`config.mk`:
```
export PLATFORM = sky130hd
export DESIGN_NAME = bandai_eeprom_port_flat
export DESIGN_NICKNAME = d
export VERILOG_FILES = /design/src/rtl/bandai_eeprom_port_if.sv /design/src/rtl/bandai_eeprom_port.sv /design/src/flat_wrapper.sv
export SDC_FILE = /design/constraint.sdc
export NUM_CORES = 1
export LEC_CHECK = 0
export CORE_MARGIN = 5
export CORE_UTILIZATION = 45
export CTS_CLUSTER_SIZE = 40
export DETAILED_ROUTE_END_ITERATION = 8
export PLACE_DENSITY = 0.68
export SETUP_SLACK_MARGIN = 0.2
export SYNTH_ARGS = -nofsm -noshare
export SYNTH_HDL_FRONTEND = slang
export SYNTH_SLANG_ARGS = --single-unit
```
`constraint.sdc`:
```
create_clock -name clk -period 5.05 [get_ports clk]
set_input_delay 1.01 -clock clk [delete_from_list [all_inputs] [get_ports clk]]
set_output_delay 1.01 -clock clk [all_outputs]
set_load 0.005 [all_outputs]
```
`src/rtl/bandai_eeprom_port_if.sv`:
```
// Console register bus plus Microwire pins for the cartridge EEPROM port.
interface bandai_eeprom_port_if;
  logic       en;
  logic [7:0] addr;
  logic       we;
  logic [7:0] wdata;
  logic [7:0] rdata;
  logic       ee_cs;
  logic       ee_sk;
  logic       ee_di;
  logic       ee_do;
  logic       busy;

  modport master (
    output en, addr, we, wdata, ee_do,
    input  rdata, ee_cs, ee_sk, ee_di, busy
  );

  modport slave (
    input  en, addr, we, wdata, ee_do,
    output rdata, ee_cs, ee_sk, ee_di, busy
  );
endinterface

```
`src/rtl/bandai_eeprom_port.sv`:
```
// Bandai mapper EEPROM port: turns C4h-C8h register accesses into 93Cx6 (x16)
// Microwire transactions and reports read data and status back to the console.
module bandai_eeprom_port #(
  parameter int unsigned CLK_DIV   = 4,
  parameter int unsigned ADDR_BITS = 6,
  parameter int unsigned TIMEOUT   = 65535
) (
  input  logic                clk,
  input  logic                rst,
  bandai_eeprom_port_if.slave bus
);

  localparam int unsigned CMD_BITS = ADDR_BITS + 3;
  localparam int unsigned DIV_W    = $clog2(2 * CLK_DIV);
  localparam int unsigned BIT_W    = $clog2(CMD_BITS + 16);
  localparam int unsigned TMO_W    = (TIMEOUT > 1) ? $clog2(TIMEOUT) : 1;

  localparam logic [2:0] S_IDLE        = 3'd0;
  localparam logic [2:0] S_CMD         = 3'd1;
  localparam logic [2:0] S_DIN         = 3'd2;
  localparam logic [2:0] S_DOUT        = 3'd3;
  localparam logic [2:0] S_DESEL       = 3'd4;
  localparam logic [2:0] S_POLL        = 3'd5;
  localparam logic [2:0] S_DESEL_FINAL = 3'd6;

  localparam logic [1:0] OP_READ  = 2'd0;
  localparam logic [1:0] OP_WRITE = 2'd1;
  localparam logic [1:0] OP_CMD   = 2'd2;

  logic [2:0]          state,    state_d;
  logic [1:0]          op,       op_d;
  logic [15:0]         data,     data_d;
  logic [15:0]         cmd,      cmd_d;
  logic [CMD_BITS-1:0] sr,       sr_d;
  logic [DIV_W-1:0]    div,      div_d;
  logic                ph,       ph_d;
  logic [BIT_W-1:0]    bit_cnt,  bit_cnt_d;
  logic [TMO_W-1:0]    tmo,      tmo_d;
  logic                done,     done_d;
  logic                tmo_flag, tmo_flag_d;
  logic                cs,       cs_d;
  logic                sk,       sk_d;
  logic                di,       di_d;
  logic                busy,     busy_d;
  logic                fin;
  logic                half_end;
  logic                last_bit;

  assign half_end = (div == DIV_W'(CLK_DIV - 1));
  assign last_bit = (state == S_CMD) ? (bit_cnt == BIT_W'(CMD_BITS - 1))
                                     : (bit_cnt == BIT_W'(15));

  // State and datapath registers; reset drops CS immediately.
  always_ff @(posedge clk or posedge rst) begin
    if (rst) begin
      state    <= S_IDLE;
      op       <= OP_READ;
      data     <= '0;
      cmd      <= '0;
      sr       <= '0;
      div      <= '0;
      ph       <= 1'b0;
      bit_cnt  <= '0;
      tmo      <= '0;
      done     <= 1'b0;
      tmo_flag <= 1'b0;
      cs       <= 1'b0;
      sk       <= 1'b0;
      di       <= 1'b0;
      busy     <= 1'b0;
    end else begin
      state    <= state_d;
      op       <= op_d;
      data     <= data_d;
      cmd      <= cmd_d;
      sr       <= sr_d;
      div      <= div_d;
      ph       <= ph_d;
      bit_cnt  <= bit_cnt_d;
      tmo      <= tmo_d;
      done     <= done_d;
      tmo_flag <= tmo_flag_d;
      cs       <= cs_d;
      sk       <= sk_d;
      di       <= di_d;
      busy     <= busy_d;
    end
  end

  // Next state: bus writes in IDLE, SK phase generation, shifting, polling.
  always_comb begin
    state_d    = state;
    op_d       = op;
    data_d     = data;
    cmd_d      = cmd;
    sr_d       = sr;
    div_d      = div;
    ph_d       = ph;
    bit_cnt_d  = bit_cnt;
    tmo_d      = tmo;
    done_d     = done;
    tmo_flag_d = tmo_flag;
    cs_d       = cs;
    sk_d       = sk;
    di_d       = di;
    busy_d     = busy;
    fin        = 1'b0;

    case (state)
      S_IDLE: begin
        if (bus.en && bus.we) begin
          case (bus.addr)
            8'hC4: data_d[7:0]  = bus.wdata;
            8'hC5: data_d[15:8] = bus.wdata;
            8'hC6: cmd_d[7:0]   = bus.wdata;
            8'hC7: cmd_d[15:8]  = bus.wdata;
            8'hC8: if (bus.wdata[6:4] != 3'b000) begin
              if (bus.wdata[4])      op_d = OP_READ;
              else if (bus.wdata[5]) op_d = OP_WRITE;
              else                   op_d = OP_CMD;
              state_d    = S_CMD;
              done_d     = 1'b0;
              tmo_flag_d = 1'b0;
              busy_d     = 1'b1;
              cs_d       = 1'b1;
              sk_d       = 1'b0;
              di_d       = 1'b1;
              sr_d       = {1'b1, cmd[ADDR_BITS+1:0]};
              div_d      = '0;
              ph_d       = 1'b0;
              bit_cnt_d  = '0;
            end
            default: ;
          endcase
        end
      end

      S_CMD, S_DIN, S_DOUT: begin
        if (!half_end) begin
          div_d = div + 1'b1;
        end else begin
          div_d = '0;
          ph_d  = ~ph;
          sk_d  = ~ph;
          // End of the high phase: one bit period completed.
          if (ph) begin
            bit_cnt_d = last_bit ? '0 : bit_cnt + 1'b1;
            if (state == S_CMD) begin
              sr_d = {sr[CMD_BITS-2:0], sr[CMD_BITS-1]};
              di_d = sr[CMD_BITS-2];
              if (last_bit) begin
                if (op == OP_READ) begin
                  state_d = S_DIN;
                  di_d    = 1'b0;
                end else if (op == OP_WRITE) begin
                  state_d = S_DOUT;
                  di_d    = data[15];
                end else begin
                  state_d = S_DESEL;
                  cs_d    = 1'b0;
                  di_d    = 1'b0;
                end
              end
            end else if (state == S_DIN) begin
              data_d = {data[14:0], bus.ee_do};
              if (last_bit) begin
                state_d = S_DESEL_FINAL;
                cs_d    = 1'b0;
              end
            end else begin
              // Rotate so the data register is intact after 16 bits.
              data_d = {data[14:0], data[15]};
              di_d   = data[14];
              if (last_bit) begin
                state_d = S_DESEL;
                cs_d    = 1'b0;
                di_d    = 1'b0;
              end
            end
          end
        end
      end

      S_DESEL: begin
        if (div == DIV_W'(2 * CLK_DIV - 1)) begin
          div_d = '0;
          if (op == OP_WRITE || cmd[ADDR_BITS+1:ADDR_BITS] != 2'b00) begin
            state_d = S_POLL;
            cs_d    = 1'b1;
            tmo_d   = '0;
          end else begin
            fin = 1'b1;
          end
        end else begin
          div_d = div + 1'b1;
        end
      end

      S_POLL: begin
        if (bus.ee_do) begin
          fin = 1'b1;
        end else if (tmo == TMO_W'(TIMEOUT - 1)) begin
          tmo_flag_d = 1'b1;
          fin        = 1'b1;
        end else begin
          tmo_d = tmo + 1'b1;
        end
      end

      S_DESEL_FINAL: fin = 1'b1;

      default: state_d = S_IDLE;
    endcase

    // Completion collapses straight back to IDLE.
    if (fin) begin
      state_d = S_IDLE;
      done_d  = 1'b1;
      busy_d  = 1'b0;
      cs_d    = 1'b0;
      sk_d    = 1'b0;
      di_d    = 1'b0;
    end
  end

  // Combinational register read-back, masked while locked.
  always_comb begin
    bus.rdata = 8'hFF;
    if (bus.en) begin
      case (bus.addr)
        8'hC4:   bus.rdata = data[7:0];
        8'hC5:   bus.rdata = data[15:8];
        8'hC6:   bus.rdata = cmd[7:0];
        8'hC7:   bus.rdata = cmd[15:8];
        8'hC8:   bus.rdata = {tmo_flag, 5'b00000, ~busy, done};
        default: bus.rdata = 8'hFF;
      endcase
    end
  end

  assign bus.ee_cs = cs;
  assign bus.ee_sk = sk;
  assign bus.ee_di = di;
  assign bus.busy  = busy;

endmodule
```
`src/flat_wrapper.sv`:
```
// flat-port wrapper written by rule: the top's interface ports become plain ports
module bandai_eeprom_port_flat 
#(
  parameter int unsigned CLK_DIV   = 4,
  parameter int unsigned ADDR_BITS = 6,
  parameter int unsigned TIMEOUT   = 65535
)
  (clk, rst, bus_en, bus_addr, bus_we, bus_wdata, bus_ee_do, bus_rdata, bus_ee_cs, bus_ee_sk, bus_ee_di, bus_busy);
  bandai_eeprom_port_if bus_i ();
  input  logic clk;
  input  logic rst;
  input wire logic [$bits(bus_i.en)-1:0] bus_en;
  input wire logic [$bits(bus_i.addr)-1:0] bus_addr;
  input wire logic [$bits(bus_i.we)-1:0] bus_we;
  input wire logic [$bits(bus_i.wdata)-1:0] bus_wdata;
  input wire logic [$bits(bus_i.ee_do)-1:0] bus_ee_do;
  output wire logic [$bits(bus_i.rdata)-1:0] bus_rdata;
  output wire logic [$bits(bus_i.ee_cs)-1:0] bus_ee_cs;
  output wire logic [$bits(bus_i.ee_sk)-1:0] bus_ee_sk;
  output wire logic [$bits(bus_i.ee_di)-1:0] bus_ee_di;
  output wire logic [$bits(bus_i.busy)-1:0] bus_busy;
  assign bus_i.en = bus_en;
  assign bus_i.addr = bus_addr;
  assign bus_i.we = bus_we;
  assign bus_i.wdata = bus_wdata;
  assign bus_i.ee_do = bus_ee_do;
  assign bus_rdata = bus_i.rdata;
  assign bus_ee_cs = bus_i.ee_cs;
  assign bus_ee_sk = bus_i.ee_sk;
  assign bus_ee_di = bus_i.ee_di;
  assign bus_busy = bus_i.busy;
  bandai_eeprom_port #(.CLK_DIV(CLK_DIV), .ADDR_BITS(ADDR_BITS), .TIMEOUT(TIMEOUT)) u_core (.clk(clk), .rst(rst), .bus(bus_i));
endmodule
```
==> out/results.ini, run 1 <==
[run_status]
status = complete, no violations

[die]
dieArea_um2 = 11680
die_w_um = 108.1
die_y_um = 108.1
start_util_pct = 46.38
rows = 35
ioPinCount = 33
core_um2 = 9328

[synth]
synth_cell_types = 59
netlist_instances = 450
ys_ff_latch = 77
ys_seq_area_share_pct = 44.53
synth_warnings = 0
synth-main-ff-cell = dfrtp_1
synth_edf_count = 0
syn-cell-area_um2 = 4327
synth_async_sr_flop_share_pct = 100.0
syn_avg_cell_area_um2 = 9.615
synth_nets = 478

[drt]
ant_nets = 0
drt_iter0_drc = 153
dr.pass1.iters = 5
drt_wl_total_um = 10560
vias_per_cell = 5.777
drcViolationCount = 0
vias = 3524
wire_per_inst_um = 17.30

[layout]
final_cell_mix = nand2_1, dfrtp_1, a21oi_1, clkdlybuf4s50_1, nor2_1
antenna_cells = 0
fillers = 852
seqCellArea_um2 = 1927
layout-drive-gt1-share_pct = 12.47
multi_input_area_um2 = 2247
nets = 505
area_delta_synth_final_pct = 14.17
layout.cells.most_common = nand2_1
final_cells = 610
post-route-util_pct = 52.96

[critical_path]
critical_path.cell_chain = clkdlybuf4s50_1 > and4bb_2 > and3b_1 > o21a_1 > nand2_1 > clkdlybuf4s50_1
timing.rr.start = u_core.state[2]
critPathSlowestCell = clkdlybuf4s50_1
crit_top_cell = clkdlybuf4s50_1
path_class = in2out
required_ps = 4040
arrival_ps = 3210
end_kind = output port
cpPeakStageDelay_ps = 480
worstSetupStartpoint = bus_addr[5]
cp-start-kind = input pin
path_max_fanout = 10

[place]
dp_cells = 595
pre_cts_slack_ps = 811.0
hpwl_um = 7469
gp_congestion = 0.8117
port_buffers = 32

[hold_path]
worstHoldStart = u_core.op[0]
hp-class = reg2reg

[global_route]
grt_max_degree = 45
grt.overflow.total = 0
track_usage_pct = 19.07
grt_pass1_vias = 3455
grt_pass1_wl_um = 17390
antenna_found_initial = 0

[timing]
fin_crit_sh_pct = 83.59
rsz0062_at_grt = no
maxSlewHeadroom_pct = 26.46
final.min_clock_period_ps = 4221
tightestPinTransition_ps = 1101
final_hold_viol_count = 0
clock_skew_ps = 12.36
setup_violations = 0
fmax_mhz = 236.9
setup-tns-final_ps = 0
drv_slew = 0
layout_setup_ws_ps = 828.7

[clock_tree]
htree_levels = 3
post_cts_buffers = 0
cts_resized = 0
clock_sinks = 77
holdBufCountCts = 0
cts_root_buf = clkbuf_8
clkTransAtPathRegs_ps = 80
insertion_delay_ps = 360
cts_tree = yes
numCtsBuffers = 9
clock_path_buffers = 2

[pwr]
max-vdd-ir-drop_v = 0.0001695
power.density_nw_per_um2 = 337.7
p_leak_nw = 2.066

[job]
max_cap_violations = 0

## where the power goes
group          switching [mW]  internal, mW  total, mW
Combinational           0.189         0.210      0.399
Clock                   0.234         0.227      0.461
Sequential             0.0908         0.717      0.808
## cells in the mapped netlist (all sizes together), types with 2 or more instances
cell,n,area (um^2)
a211oi,3,40.04
a21o,2,15.01
a21oi,33,168.9
a311oi,2,23.77
a31oi,9,56.30
a41oi,8,70.07
and2,4,25.02
and3,7,43.79
and4,3,26.28
buf,11,62.56
clkbuf,11,41.29
dfrtp,77,1927
ha,7,87.58
inv,13,48.80
mux2,27,304.0
mux2i,2,20.02
mux4,9,202.7
nand2,89,334.1
nand2b,7,43.79
nand3,12,60.06
nand4,7,43.79
nor2,28,110.1
nor2b,2,12.51
nor3,8,45.04
nor3b,3,27.52
o21a,2,15.01
o21ai,19,95.09
o2bb2ai,2,17.52
o311ai,2,17.52
o31ai,12,95.09
or2,3,18.77
or3,2,12.51
or4,7,52.55
xor2,4,35.03
## state kept, by name, indices dropped and copies added, names as in the netlist, 2 cells and up
signal,count
u_core.tmo,16
u_core.div,3
u_core.bit_cnt,5
u_core.cmd,16
u_core.state,3
u_core.op,2
u_core.sr,9
u_core.data,16
## layout make-up
type                            count  share of cell area, %
Multi-Input combinational cell    338                  45.49
Sequential cell                    77                  39.01
Timing Repair Buffer               38                  7.396
Tap cell                          129                  3.267
Clock buffer                       10                  2.584
Clock inverter                      5                  1.241
Inverter                           13                  1.013
## path summary, 6_finish.rpt
check / endpoint / slack [ps] / depth (start not counted)
worst max-delay path: bus_rdata[3] / 830 / 6
worst min-delay path: u_core.op[0] / 490 / 2
worst max register to register: u_core.tmo[8] / 2150 / 5
worst min register to register: u_core.op[0] / 490 / 2
max in group asynchronous: u_core.data[0] / 3040 / 3
min in group asynchronous: u_core.data[12] / 1100 / 2
## cells by family (layout without fill, tap and decap cells)
family,count (synthesis),in the layout,share of synthesized area [%]
simple gates,187,187,21.05
buf+inv,35,66,3.528
mux,38,38,12.17
xor+xnor,4,4,0.8096
flops,77,77,44.53
fa+ha+maj,7,7,2.024
compound gates,102,102,15.88
## layer usage
layer,vias to the layer above,global-route usage (%),share of wire [%]
li1,1689,-,-
met1,1744,24.80,45
met2,82,32.86,51
met3,9,4.179,3.7
met4,0,3.968,1.0
met5,-,0,0
## per-stage QoR
stage	instance area, um^2	power [mW]	hold slack [ps]
2_1_floorplan	4327	1.088	449.6
3_3_place_gp	4751	1.198	465.3
3_5_place_dp	4751	1.215	467.0
4_1_cts	4940	1.680	492.5
5_1_grt	4940	1.764	514.0
6_report	4940	1.668	487.1
## critical path, delay by kind of cell
family | cells | cell delay (ps)
AND/OR/NAND/NOR | 3 | 930
buffers and inverters | 2 | 900
AO/OA/AOI/OAI | 1 | 370
No activity file was read; power rests on OpenSTA's default activity.
==> run 2, diff against run 1 <==
PLACE_DENSITY = 0.71   (was 0.68)
clock period = 3.45 ns   (was 5.05 ns; I/O delays follow)
==> out/results.ini, run 2 (same netlist as run 1, synthesis figures left out) <==
[run_status]
status = complete, no violations

[critical_path]
cpPeakStageDelay_ps = 520
required_ps = 2760
crit_family = buffers and inverters
timing.rr.start = u_core.state[1]
r2r_slack_ps = 850
path_class = in2out
end_kind = output port
cp-start-kind = input pin
critical_path.cell_chain = clkdlybuf4s50_1 > and4bb_4 > and3b_2 > buf_6 > nand2_1 > nand2_1 > clkdlybuf4s50_1
rr_worst_depth = 5
critical_path_buf_inv_count = 3
arrival_ps = 2490
reg2reg_to = u_core.state[0]
critPathSlowestCell = clkdlybuf4s50_1
path_max_fanout = 9

[pwr]
max-vdd-ir-drop_v = 0.0002477
p_leak_nw = 2.166
power_mw = 2.508
power.density_nw_per_um2 = 492.6

[global_route]
grt_max_degree = 38
grt_pass1_wl_um = 17990
track_usage_pct = 19.62
antenna_found_initial = 0
grt_pass1_vias = 3554
grt.overflow.total = 0

[drt]
vias = 3597
drt_iter0_drc = 236
dr.pass1.iters = 4
drt_wl_total_um = 10810
drcViolationCount = 0
wire_per_inst_um = 17.35
ant_nets = 0
vias_per_cell = 5.774

[timing]
maxSlewHeadroom_pct = 44.26
fmax_mhz = 314.4
final_hold_viol_count = 0
drv_slew = 0
whs_ps = 503.5
tightestPinTransition_ps = 836.1
setup_violations = 0
fin_crit_sh_pct = 92.19
rsz0062_at_grt = no
setup-tns-final_ps = 0
final.min_clock_period_ps = 3180
layout_setup_ws_ps = 269.6
clock_skew_ps = 15.27

[layout]
antenna_cells = 0
layout.cells.most_common = nand2_1
area_delta_synth_final_pct = 17.70
final_cell_mix = nand2_1, dfrtp_1, a21oi_1
stdcell_area_um2 = 5092
nets = 517
largest_registers = u_core.cmd x16, u_core.data x16, u_core.tmo x16
layout-drive-gt1-share_pct = 15.38

[clock_tree]
holdBufCountCts = 0
numCtsBuffers = 9
insertion_delay_ps = 370
cts_tree = yes
htree_levels = 3
clock_sinks = 77
clkTransAtPathRegs_ps = 80
clock_path_buffers = 2
cts_root_buf = clkbuf_8

[die]
dieArea_um2 = 11680
die_w_um = 108.1
core_um2 = 9328
die_y_um = 108.1
ioPinCount = 33
rows = 35
start_util_pct = 46.38

[hold_path]
hp-class = reg2reg
worstHoldStart = u_core.cmd[10]
hold_depth = 1
min_to = u_core.cmd[10]

[place]
hpwl_um = 7637
gp_congestion = 0.8628
post_dp_cell_area_um2 = 4850
port_buffers = 32
pre_cts_slack_ps = 89.83

[job]
max_cap_violations = 0

## run 2: per-layer routing
layer / GRT usage (%) / part of all wire (%) / vias up
li1: - / - / 1708
met3: 5.791 / 6.1 / 15
met5: 0 / 0 / -
met1: 25.33 / 43 / 1770
met2: 31.62 / 49 / 104
met4: 6.673 / 1.7 / 0
## run 2: area by class of cell
cell class	count	area, um^2
Sequential cell	77	1927
Fill cell	848	4235
Inverter	13	48.80
Multi-Input combinational cell	338	2260
Tap cell	129	161.4
Clock buffer	10	137.6
Timing Repair Buffer	50	486.7
Clock inverter	6	71.32
## run 2: stage by stage
step,utilization [%],instances
floorplan,-,450
global placement,51.99,605
detailed placement,51.99,605
CTS,54.46,623
global route,54.59,623
finish,54.59,623
## run 2: power by group
group	internal, mW	total (mW)	switching, mW
sequential	1.05	1.19	0.139
clock	0.359	0.725	0.367
combinational	0.317	0.593	0.276
total	1.73	2.51	0.783
## run 2: worst max path at each step
stage	startpoint	endpoint	slack, ps	cells past startpoint
after global routing	bus_addr[3]	bus_rdata[7]	180	7
after global placement	bus_addr[5]	bus_rdata[7]	110	6
after detailed placement	bus_addr[5]	bus_rdata[1]	90	6
after CTS	bus_addr[5]	bus_rdata[1]	200	6
final	bus_addr[4]	bus_rdata[4]	270	7
after floorplan	rst	u_core.bit_cnt[0]	790	1
## run 2: what timing repair did
item / CTS / global route
setup buffers: 2 / 0
endpoints found under the setup margin: 8 / 8
pin swaps: 1 / 2
gates resized for setup: 5 / 4
cloned: 0 / 0
==> RTL change, RTL diff (config.mk and constraints of run 2) <==
`TIMEOUT` is set to 65535 in 2 places; all go to 262140.
--- a/src/rtl/bandai_eeprom_port.sv
+++ b/src/rtl/bandai_eeprom_port.sv
@@ -4,5 +4,5 @@
   parameter int unsigned CLK_DIV   = 4,
   parameter int unsigned ADDR_BITS = 6,
-  parameter int unsigned TIMEOUT   = 65535
+  parameter int unsigned TIMEOUT   = 262140
 ) (
   input  logic                clk,
--- a/src/flat_wrapper.sv
+++ b/src/flat_wrapper.sv
@@ -4,5 +4,5 @@
   parameter int unsigned CLK_DIV   = 4,
   parameter int unsigned ADDR_BITS = 6,
-  parameter int unsigned TIMEOUT   = 65535
+  parameter int unsigned TIMEOUT   = 262140
 )
   (clk, rst, bus_en, bus_addr, bus_we, bus_wdata, bus_ee_do, bus_rdata, bus_ee_cs, bus_ee_sk, bus_ee_di, bus_busy);
Behaviour: no difference found for any inputs over 4 cycles, from zero or initial values and one cycle with rst high; that may be too few to reach the edited logic, so the function may still have changed.
==> RTL change against run 2 <==
  * Combinational power up 96%
  * Wire length rose by 2.6%
  * Cell count up 3.9%
  * Die area is 5.9% higher
  * Fmax down 1.9%
  * Setup slack lost 61 ps
  * Final area up 5.4%
  * Area after synthesis grew 6.5%
  * Sequential cell count up 2
  * Critical path depth stayed put
  * Total power is 32% higher
  * Core utilization fell by 1.7 points
==> RTL change: results <==
[power_and_ir_drop]
p_int_w = 0.00208
irDropWorstVdd_mv = 0.324

[drt]
finalWirelength_mm = 11.1
vias = 3766
first_iter_violations = 250

[logic_synthesis]
synth_cell_types = 67
synthTopCellsByCount = nand2_1, dfrtp_1, mux2_2

[grt]
grt_max_degree = 31
track_usage_pct = 18.4
grt_pass1_wl_mm = 18.7
grt_pass1_vias = 3716

[worst_setup_path]
cp_max_fo = 5
crit_arrival_ps = 2550
slowest_delay_ps = 390
worstSetupStartpoint = bus_addr[5]
r2r_slack_ps = 890
worstReg2RegEnd = u_core.data[1]

[placed_design]
hpwl_mm = 7.87
place.gp.congestion = 0.864

[sta]
max_slew_margin_pct = 49.8
skew_ps = 14.1

[run_status]
status = finished clean

[finish]
fin_nets = 533
reg_top3 = u_core.tmo: 18 flops, u_core.cmd: 16 flops, u_core.data: 16 flops
drive_gt1_share_pct = 19.4
[RTL change: power groups by stage]
stage | combinational [W] | sequential (W) | clock [W]
2_1_floorplan | 0.000926 | 0.00126 | 0
3_3_place_gp | 0.00112 | 0.00135 | 0
3_5_place_dp | 0.00115 | 0.00137 | 0
4_1_cts | 0.00116 | 0.00135 | 0.000804
5_1_grt | 0.00130 | 0.00138 | 0.000849
6_report | 0.00116 | 0.00135 | 0.000797
[RTL change: how the worst min path moves through the flow]
stage	from	endpoint	cells past startpoint	slack (ps)
floorplan	u_core.done	u_core.done	1	450
global placement	u_core.op[0]	u_core.op[0]	2	490
detailed placement	u_core.done	u_core.done	1	480
CTS	u_core.done	u_core.done	1	500
global route	u_core.done	u_core.done	1	510
finish	u_core.done	u_core.done	1	490
[RTL change: through the flow]
stage	cell area (µm²)	std cells	hold slack, ps	worst slack, ps
floorplan	4610	475	450	737
global placement	5080	629	486	78.4
detailed placement	5080	629	484	40.6
CTS	5330	646	503	203
global route	5370	647	510	119
finish	5370	647	492	209
[RTL change: cells by family after synthesis]
group	Yosys count	share of synthesized area (%)
simple gates	200	22.5
compound gates	97	15.7
flops	79	42.9
mux	51	13.4
buf+inv	41	3.75
fa+ha+maj	6	1.63
xor+xnor	1	0.190
[RTL change: layout make-up]
| cell class | count | area, µm² |
|---|---|---|
| fillers | 904 | 4770 |
| clock inverters | 6 | 91.3 |
| repair buffers | 48 | 438 |
| flip-flops and latches | 79 | 1980 |
| well taps | 136 | 170 |
| clock buffers | 10 | 138 |
| inverters | 13 | 50.0 |
| multi-input cells | 355 | 2500 |
[RTL change: worst max-delay path, delay by kind of cell]
kind,cells,cell delay [ps]
buffers and inverters,3,800
and+or+nand+nor,2,670
AOI/OAI and AO/OA,2,390
[RTL change: what timing repair did]
action                                  4_1_cts  5_1_grt
pin swaps                                     1        0
hold buffers                                  0        0
gates resized for setup                      13        7
endpoints found under the setup margin        8        4
buffers inserted                              1        1
gates cloned                                  0        0
[RTL change: routing by layer]
| metal | GRT usage [%] | share of wire (%) | vias to the layer above |
|---|---|---|---|
| met5 | 0 | 0 | - |
| li1 | - | - | 1800 |
| met1 | 26.4 | 46 | 1845 |
| met3 | 4.42 | 6.5 | 14 |
| met4 | 6.41 | 1.3 | 0 |
| met2 | 27.2 | 46 | 107 |
